File: config.mk
export PLATFORM = sky130hd
export DESIGN_NAME = cdc_hs_tx
export DESIGN_NICKNAME = d
export VERILOG_FILES = /design/src/rtl/cdc_pkg.sv /design/src/rtl/cdc_sync_bit.sv /design/src/rtl/cdc_hs_tx.sv
export SDC_FILE = /design/constraint.sdc
export NUM_CORES = 1
export LEC_CHECK = 0
export ABC_AREA = 0
export CAP_MARGIN = 40
export CORE_MARGIN = 2
export CORE_UTILIZATION = 38
export CTS_CLUSTER_DIAMETER = 120
export DETAILED_ROUTE_END_ITERATION = 12
export GPL_TIMING_DRIVEN = 1
export PLACE_DENSITY = 0.75
export SYNTH_ARGS = -nofsm -noshare
export SYNTH_HDL_FRONTEND = slang
export SYNTH_SLANG_ARGS = --single-unit
File: constraint.sdc
create_clock -name clka -period 2.7 [get_ports clka]
set_clock_uncertainty 0.05 [all_clocks]
set_input_delay 0.54 -clock clka [delete_from_list [all_inputs] [get_ports clka]]
set_output_delay 0.54 -clock clka [all_outputs]
set_load 0.01 [all_outputs]
File: src/rtl/cdc_pkg.sv
// Shared types and limits for the clka->clkb word-transfer path.
package cdc_pkg;

   typedef enum logic [1:0] {
      TX_IDLE,
      TX_REQ,
      TX_RELEASE
   } cdc_tx_state_t;

   localparam int CDC_SYNC_STAGES_MIN = 2;

endpackage

File: src/rtl/cdc_sync_bit.sv
// N-stage single-bit synchronizer, async active-low reset to 0.
// Used for tx_ack on the source side and for tx_req on the receiver side.
module cdc_sync_bit #(
   parameter int N = 2
) (
   input  logic clk,
   input  logic rst_b,
   input  logic d,
   output logic q
);

   logic [N-1:0] chain;

   // shift the asynchronous input through the flop chain
   always_ff @(posedge clk or negedge rst_b) begin
      if (!rst_b) chain <= '0;
      else        chain <= {chain[N-2:0], d};
   end

   assign q = chain[N-1];

endmodule

File: src/rtl/cdc_hs_tx.sv
// Source side of the clka->clkb 4-phase req/ack word transfer.
// Optional input FIFO enabled by defining CDC_TX_BUFFER_EN; without it,
// a write is accepted only in IDLE with the synchronized ack low.
//
// state      | meaning
// -----------+-------------------------------------------------------
// TX_IDLE    | no transfer in flight; launch when a word is available
//            | and ack_s is low
// TX_REQ     | tx_req high, tx_data held; waiting for ack_s to rise
// TX_RELEASE | tx_req low, tx_data still held; waiting for ack_s to fall
module cdc_hs_tx
   import cdc_pkg::*;
#(
   parameter int WIDTH       = 8,
   parameter int SYNC_STAGES = 2,
   parameter int BUF_DEPTH   = 4
) (
   input  logic             clka,
   input  logic             rsta,
   input  logic [WIDTH-1:0] dataa,
   input  logic             new_dataa,
   output logic             readya,
   output logic             overflowa,
   output logic             busya,
   output logic [WIDTH-1:0] tx_data,
   output logic             tx_req,
   input  logic             tx_ack
);

   if (SYNC_STAGES < CDC_SYNC_STAGES_MIN) begin : g_bad_sync
      $error("cdc_hs_tx: SYNC_STAGES must be at least 2");
   end
   if (BUF_DEPTH < 2 || (BUF_DEPTH & (BUF_DEPTH - 1)) != 0) begin : g_bad_depth
      $error("cdc_hs_tx: BUF_DEPTH must be a power of 2, at least 2");
   end

   cdc_tx_state_t    state, state_nxt;
   logic             ack_s;
   logic             load;
   logic             word_avail;
   logic [WIDTH-1:0] word;

   cdc_sync_bit #(.N(SYNC_STAGES)) u_ack_sync (
      .clk   (clka),
      .rst_b (rsta),
      .d     (tx_ack),
      .q     (ack_s)
   );

`ifdef CDC_TX_BUFFER_EN
   localparam int AW = $clog2(BUF_DEPTH);
   localparam logic [AW:0] PTR_ONE = {{AW{1'b0}}, 1'b1};

   logic [WIDTH-1:0] mem [BUF_DEPTH];
   logic [AW:0]      wr_ptr, rd_ptr;
   logic             full, empty, push;

   // full when the wrap bits differ and the index bits match
   assign full       = (wr_ptr[AW] != rd_ptr[AW]) && (wr_ptr[AW-1:0] == rd_ptr[AW-1:0]);
   assign empty      = (wr_ptr == rd_ptr);
   assign readya     = !full;
   assign push       = new_dataa && !full;
   assign word_avail = !empty;
   assign word       = mem[rd_ptr[AW-1:0]];

   // FIFO pointers; a pop is exactly a launch from IDLE
   always_ff @(posedge clka or negedge rsta) begin
      if (!rsta) begin
         wr_ptr <= '0;
         rd_ptr <= '0;
      end else begin
         if (push) wr_ptr <= wr_ptr + PTR_ONE;
         if (load) rd_ptr <= rd_ptr + PTR_ONE;
      end
   end

   // FIFO storage, no reset needed since empty gates every read
   always_ff @(posedge clka) begin
      if (push) mem[wr_ptr[AW-1:0]] <= dataa;
   end
`else
   assign readya     = (state == TX_IDLE) && !ack_s;
   assign word_avail = new_dataa;
   assign word       = dataa;
`endif

   // next-state decode; load marks the IDLE->REQ launch
   always_comb begin
      state_nxt = state;
      load      = 1'b0;
      unique case (state)
         TX_IDLE: begin
            if (word_avail && !ack_s) begin
               load      = 1'b1;
               state_nxt = TX_REQ;
            end
         end
         TX_REQ: begin
            if (ack_s) state_nxt = TX_RELEASE;
         end
         TX_RELEASE: begin
            if (!ack_s) state_nxt = TX_IDLE;
         end
         default: state_nxt = TX_IDLE;
      endcase
   end

   // state register plus registered req and data bus
   always_ff @(posedge clka or negedge rsta) begin
      if (!rsta) begin
         state   <= TX_IDLE;
         tx_req  <= 1'b0;
         tx_data <= '0;
      end else begin
         state  <= state_nxt;
         tx_req <= (state_nxt == TX_REQ);
         if (load) tx_data <= word;
      end
   end

   // sticky flag for writes offered while not ready
   always_ff @(posedge clka or negedge rsta) begin
      if (!rsta)                      overflowa <= 1'b0;
      else if (new_dataa && !readya)  overflowa <= 1'b1;
   end

   assign busya = (state != TX_IDLE);

endmodule

==> metrics.cfg, run 1 <==
[timing]
finalSetupViolCount=0
final_hold_viol_count=0
tns_ns=0
timing.final.ws_setup_ns=0.530
max-slew-margin-rel=0.599
tightestPinTransition_ns=0.600
slew_viol_final=0
period_minus_slack_ns=2.17
rsz0062_at_grt=false
fmax_mhz=461
holdWs_ns=0.303
finalCritPeriodShare=0.804

[die]
start_util=0.401
core_sq_um=1280
die_width_um=40.8
io_pins=24
rows=13
die_area_sq_um=1670
die_height_um=40.8

[routing]
drt_pass1_iterations=1
drt_iter0_markers=0
vias_per_cell=4.72
routed_wl_um=859
num_vias=349
wl_per_cell_um=11.6
post-route-drc-count=0
ant_nets=0

[worst_hold_path]
min_to=u_ack_sync.chain[1]$_DFF_PN0_
hold_depth=0
hp-start=u_ack_sync.chain[0]$_DFF_PN0_
min-delay-path-class=flip-flop to flip-flop

[final_layout]
fillers=110
post_layout_nonfiller_instances=74
layout-drive-gt1-share=0.237
nets=72
final_cell_area_sq_um=801
post-route-util=0.623
area_growth_pct=55.3
n_antenna_cell=0

[setup_path]
rrSetupSlack_ns=1.12
reg2reg_from=state[1]$_DFF_PN0_
end_kind=output pin
cp.arrival_ns=1.58
r2r-end=tx_data[7]$_DFFE_PN0P_
required_ns=2.11
crit_fanout=6
cp-start-kind=flip-flop
critPathKind=flip-flop to output pin
rr_worst_depth=2
timing.critical_path.from=state[1]$_DFF_PN0_

[pwr]
finalPower_uw=593
switching_power_uw=143
switching_share=0.241
irDropWorstVdd_mv=0.345
p_leak_nw=0.343
power_density_nw_per_um2=741
p_comb_frac=0.296
p_int_uw=450
p_clk_frac=0.237
power.share.sequential=0.468

[clock_network]
post_cts_buffers=0
clkTransAtPathRegs_ns=0.08
insertion_delay_ns=0.26
cts_resized=0
clock-sinks=14
htreeDepth=1
root_buffer=clkbuf_4
ctsHoldBuffers=0
clockBufferDepth=2
cts_tree=yes
cts_buffers=3

[grt]
grt_max_degree=15
overflow=0
grt_pass1_vias=329
grt_pass1_wl_mm=1.38
grt_usage=0.129
antenna_found_initial=0

[job]
drv_cap=0

[logic_synthesis]
synth_cells=32
ys_seq_area_frac=0.680
syn_area_sq_um=515
syn-num-nets=44
synth_seq_cells=14
yosysWarnings=0
synth_cell_types=10
syn_area_per_cell_sq_um=16.1

[placement]
dpl.hpwl_um=657
io_buffers=23
placed_area_sq_um=764
dp.cells=70
post-place-ws_ns=0.555
gp_congestion=0.594

[outcome]
outcome=finished, final reports clean

cells in the mapped netlist, drive strengths merged:
cell type | instances | area, sq um
xor2 | 1 | 8.76
dfrtp | 14 | 350
nor2 | 1 | 3.75
or2 | 1 | 6.26
inv | 1 | 3.75
o21bai | 1 | 7.51
and2 | 1 | 6.26
nor4b | 1 | 23.8
mux2 | 8 | 90.1
nor3 | 3 | 15.0
worst max-delay path: stages (launching register included):
cell	delay, ns
dfrtp_1	0.47
nor3_1	0.27
clkdlybuf4s50_1	0.58
layout by cell type, fill, tap and decap left out:
cell,instances
xor2_1,1
or2_2,1
and2_1,1
clkbuf_4,3
dfrtp_1,14
clkbuf_8,1
nor2_1,1
clkdlybuf4s50_1,23
nor4b_4,1
nor3_1,3
inv_1,1
o21bai_1,1
mux2_2,8
layout make-up:
class                   count  area [sq um]  share of cell area
well taps                  15          18.8              0.0234
multi-input cells          17           161               0.202
clock buffers               4          36.3              0.0453
inverters                   1          3.75             0.00469
repair buffers             23           230               0.288
flip-flops and latches     14           350               0.438
registers in the layout, summed over array words and instances, names as in the netlist:
signal            cells
tx_data               8
u_ack_sync.chain      2
tx_req                1
overflowa             1
state                 2
power by group through the flow:
| stage | Combinational, mW | Sequential, mW | Clock [mW] |
|---|---|---|---|
| after detailed placement | 0.177 | 0.282 | 0 |
| after global routing | 0.192 | 0.285 | 0.157 |
| final | 0.175 | 0.277 | 0.140 |
| after global placement | 0.174 | 0.281 | 0 |
| after CTS | 0.179 | 0.279 | 0.146 |
| after floorplan | 0.0502 | 0.297 | 0 |
per-layer routing:
layer | vias up | global-route usage | share of wire
li1 | 167 | - | -
met1 | 162 | 0.150 | 0.41
met2 | 20 | 0.215 | 0.47
met3 | 0 | 0.0435 | 0.12
met4 | 0 | 0.0500 | 0
met5 | - | 0 | 0
kinds of logic after synthesis:
kind of cell              share of synthesized area
buffers and inverters                       0.00727
muxes                                         0.175
xor gates and xnor gates                     0.0170
and+or+nand+nor                               0.107
DFF                                           0.680
AOI/OAI and AO/OA                            0.0146
worst max path at each step:
stage               slack [ns]  depth (start not counted)                      to
floorplan                 1.24                          2  tx_data[0]$_DFFE_PN0P_
finish                    0.53                          2                  readya
global route              0.39                          2                  readya
detailed placement        0.56                          3  tx_data[6]$_DFFE_PN0P_
CTS                       0.51                          2                  readya
global placement          0.61                          3  tx_data[3]$_DFFE_PN0P_
Note: power is estimated with default switching activity, not from simulation.
==> inputs of run 2 (changes only) <==
==> constraint.sdc (replaced) <==
create_clock -name clka -period 2.23 [get_ports clka]
set_clock_uncertainty 0.05 [all_clocks]
set_input_delay 0.446 -clock clka [delete_from_list [all_inputs] [get_ports clka]]
set_output_delay 0.446 -clock clka [all_outputs]
set_load 0.01 [all_outputs]
==> run 2 against run 1 <==
  * Critical path depth did not move
  * Cell count did not move
  * Worst hold slack got worse by 0.0019 ns
  * Global-route usage rose by 0.30 points
  * Power rose by 23%
  * Utilization did not move
  * First-iteration DRC count rose by 2
  * Routed wire length rose by 7.8%
  * Clock power rose by 26%
  * Count of clock-buffer cells in the layout did not move
  * Setup slack got worse by 0.37 ns
  * Cell area did not move
  * Critical path type unchanged
  * Largest cell class unchanged
  * Highest routed layer unchanged
==> metrics.cfg, run 2 (synthesis results as in run 1) <==
[clock_network]
htreeDepth=1  ; unchanged
clock-sinks=14  ; unchanged
insertion_delay_ns=0.27  ; was 0.26 ns
post_cts_buffers=0  ; unchanged
cts_tree=yes  ; unchanged
clkTransAtPathRegs_ns=0.08  ; about the same
cts_buffers=3  ; unchanged
ctsHoldBuffers=0  ; unchanged
root_buffer=clkbuf_4  ; unchanged
cts_resized=0  ; unchanged
clockBufferDepth=2  ; unchanged

[timing]
final_hold_viol_count=0  ; unchanged
tightestPinTransition_ns=0.591  ; was 0.600 ns
tns_ns=0  ; unchanged
timing.final.ws_setup_ns=0.158  ; was 0.530 ns
max-slew-margin-rel=0.605  ; was 0.599
rsz0062_at_grt=false  ; unchanged
period_minus_slack_ns=2.07
finalSetupViolCount=0  ; unchanged
finalCritPeriodShare=0.929
slew_viol_final=0  ; unchanged
fmax_mhz=483

[grt]
grt_pass1_vias=333  ; was 329
grt_usage=0.132  ; was 0.129
grt_max_degree=15  ; unchanged
overflow=0  ; unchanged
grt_pass1_wl_mm=1.38  ; unchanged
antenna_found_initial=0  ; unchanged

[placement]
gp_congestion=0.594  ; about the same
dp.cells=70  ; unchanged
io_buffers=23  ; unchanged
dpl.hpwl_um=679  ; was 657 um
post-place-ws_ns=0.201  ; was 0.555 ns

[pwr]
p_clk_frac=0.242  ; was 0.237
switching_share=0.251  ; was 0.241
irDropWorstVdd_mv=0.374  ; was 0.345 mV
switching_power_uw=183  ; was 143 uW
power_density_nw_per_um2=910  ; was 741 nW/um^2
p_int_uw=545  ; was 450 uW
p_leak_nw=0.343  ; unchanged
finalPower_uw=728  ; was 593 uW
power.share.sequential=0.465  ; was 0.468
p_comb_frac=0.294  ; was 0.296

[final_layout]
layout-drive-gt1-share=0.237  ; unchanged
mostFrequentLayoutCells=23 x clkdlybuf4s50_1, 14 x dfrtp_1, 8 x mux2_2  ; unchanged
area_growth_pct=55.3  ; unchanged
reg.largest.list=tx_data: 8 flops, state: 2 flops, u_ack_sync.chain: 2 flops  ; unchanged
nets=72  ; unchanged
fillers=123  ; was 110
n_antenna_cell=0  ; unchanged
final_common_cell=clkdlybuf4s50_1  ; unchanged
regMostFlops=tx_data  ; unchanged
largest_reg_flops=8  ; unchanged
post_layout_nonfiller_instances=74  ; unchanged

[routing]
routed_wl_um=926  ; was 859 um
drt_iter0_markers=2  ; was 0
vias_per_cell=4.76  ; was 4.72
post-route-drc-count=0  ; unchanged
wl_per_cell_um=12.5  ; was 11.6 um
drt_pass1_iterations=2  ; was 1
num_vias=352  ; was 349
ant_nets=0  ; unchanged

[die]
core_sq_um=1280  ; unchanged
rows=13  ; unchanged
die_width_um=40.8  ; unchanged
die_height_um=40.8  ; unchanged
die_area_sq_um=1670  ; unchanged
start_util=0.401  ; unchanged
io_pins=24  ; unchanged

[setup_path]
required_ns=1.73  ; was 2.11 ns
crit_fanout=6  ; unchanged
cp.arrival_ns=1.58  ; about the same
rr_worst_depth=2  ; unchanged
rrSetupSlack_ns=0.64  ; was 1.12 ns
critPathKind=flip-flop to output pin  ; unchanged
cp-start-kind=flip-flop  ; unchanged
end_kind=output pin  ; unchanged

[worst_hold_path]
min-delay-path-class=flip-flop to flip-flop  ; unchanged
hold_depth=0  ; unchanged

[outcome]
outcome=finished, final reports clean  ; unchanged

[job]
drv_cap=0  ; unchanged

run 2: final cells by class:
class	count	area, sq um	share of cell area
flip-flops and latches	14	350	0.438
repair buffers	23	230	0.288
multi-input cells	17	161	0.202
clock buffers	4	36.3	0.0453
well taps	15	18.8	0.0234
inverters	1	3.75	0.00469
run 2: final timing paths:
kind,startpoint,endpoint
hold reg to reg,u_ack_sync.chain[0]$_DFF_PN0_,u_ack_sync.chain[1]$_DFF_PN0_
setup reg to reg,state[1]$_DFF_PN0_,tx_data[5]$_DFFE_PN0P_
min in group asynchronous,rsta,tx_data[7]$_DFFE_PN0P_
max in group asynchronous,rsta,state[1]$_DFF_PN0_
setup / recovery,state[1]$_DFF_PN0_,readya
hold / removal,u_ack_sync.chain[0]$_DFF_PN0_,u_ack_sync.chain[1]$_DFF_PN0_
run 2: layer usage:
| layer | part of all wire | up-vias | global-route usage |
|---|---|---|---|
| met5 | 0 | - | 0 |
| met4 | 0 | 0 | 0.0500 |
| met3 | 0.080 | 0 | 0.0326 |
| met2 | 0.50 | 20 | 0.234 |
| met1 | 0.42 | 166 | 0.149 |
| li1 | - | 166 | - |
run 2: critical path, stage by stage, from the launching register on:
cell,delay [ns]
dfrtp_1,0.46
nor3_1,0.27
clkdlybuf4s50_1,0.58
run 2: power by group through the flow:
stage | logic, mW | clock network [mW] | registers [mW]
3_5_place_dp | 0.216 | 0 | 0.342
2_1_floorplan | 0.0608 | 0 | 0.360
4_1_cts | 0.218 | 0.183 | 0.339
5_1_grt | 0.231 | 0.193 | 0.345
6_report | 0.214 | 0.176 | 0.338
3_3_place_gp | 0.211 | 0 | 0.340
run 2: through the flow:
stage | utilization | instance area (sq um) | hold WS (ns)
6_report | 0.623 | 801 | 0.301
5_1_grt | 0.623 | 801 | 0.317
4_1_cts | 0.623 | 801 | 0.304
3_5_place_dp | 0.595 | 764 | 0.286
3_3_place_gp | 0.595 | 764 | 0.282
2_1_floorplan | - | 515 | 0.100
==> inputs of run 3 (changes only) <==
--- a/config.mk
+++ b/config.mk
@@ -6,7 +6,6 @@
 export NUM_CORES = 1
 export LEC_CHECK = 0
 export ABC_AREA = 0
-export CAP_MARGIN = 40
 export CORE_MARGIN = 2
 export CORE_UTILIZATION = 38
 export CTS_CLUSTER_DIAMETER = 120
==> results of run 3 <==
The final DEF is identical to that of run 2; final timing and power are the same.
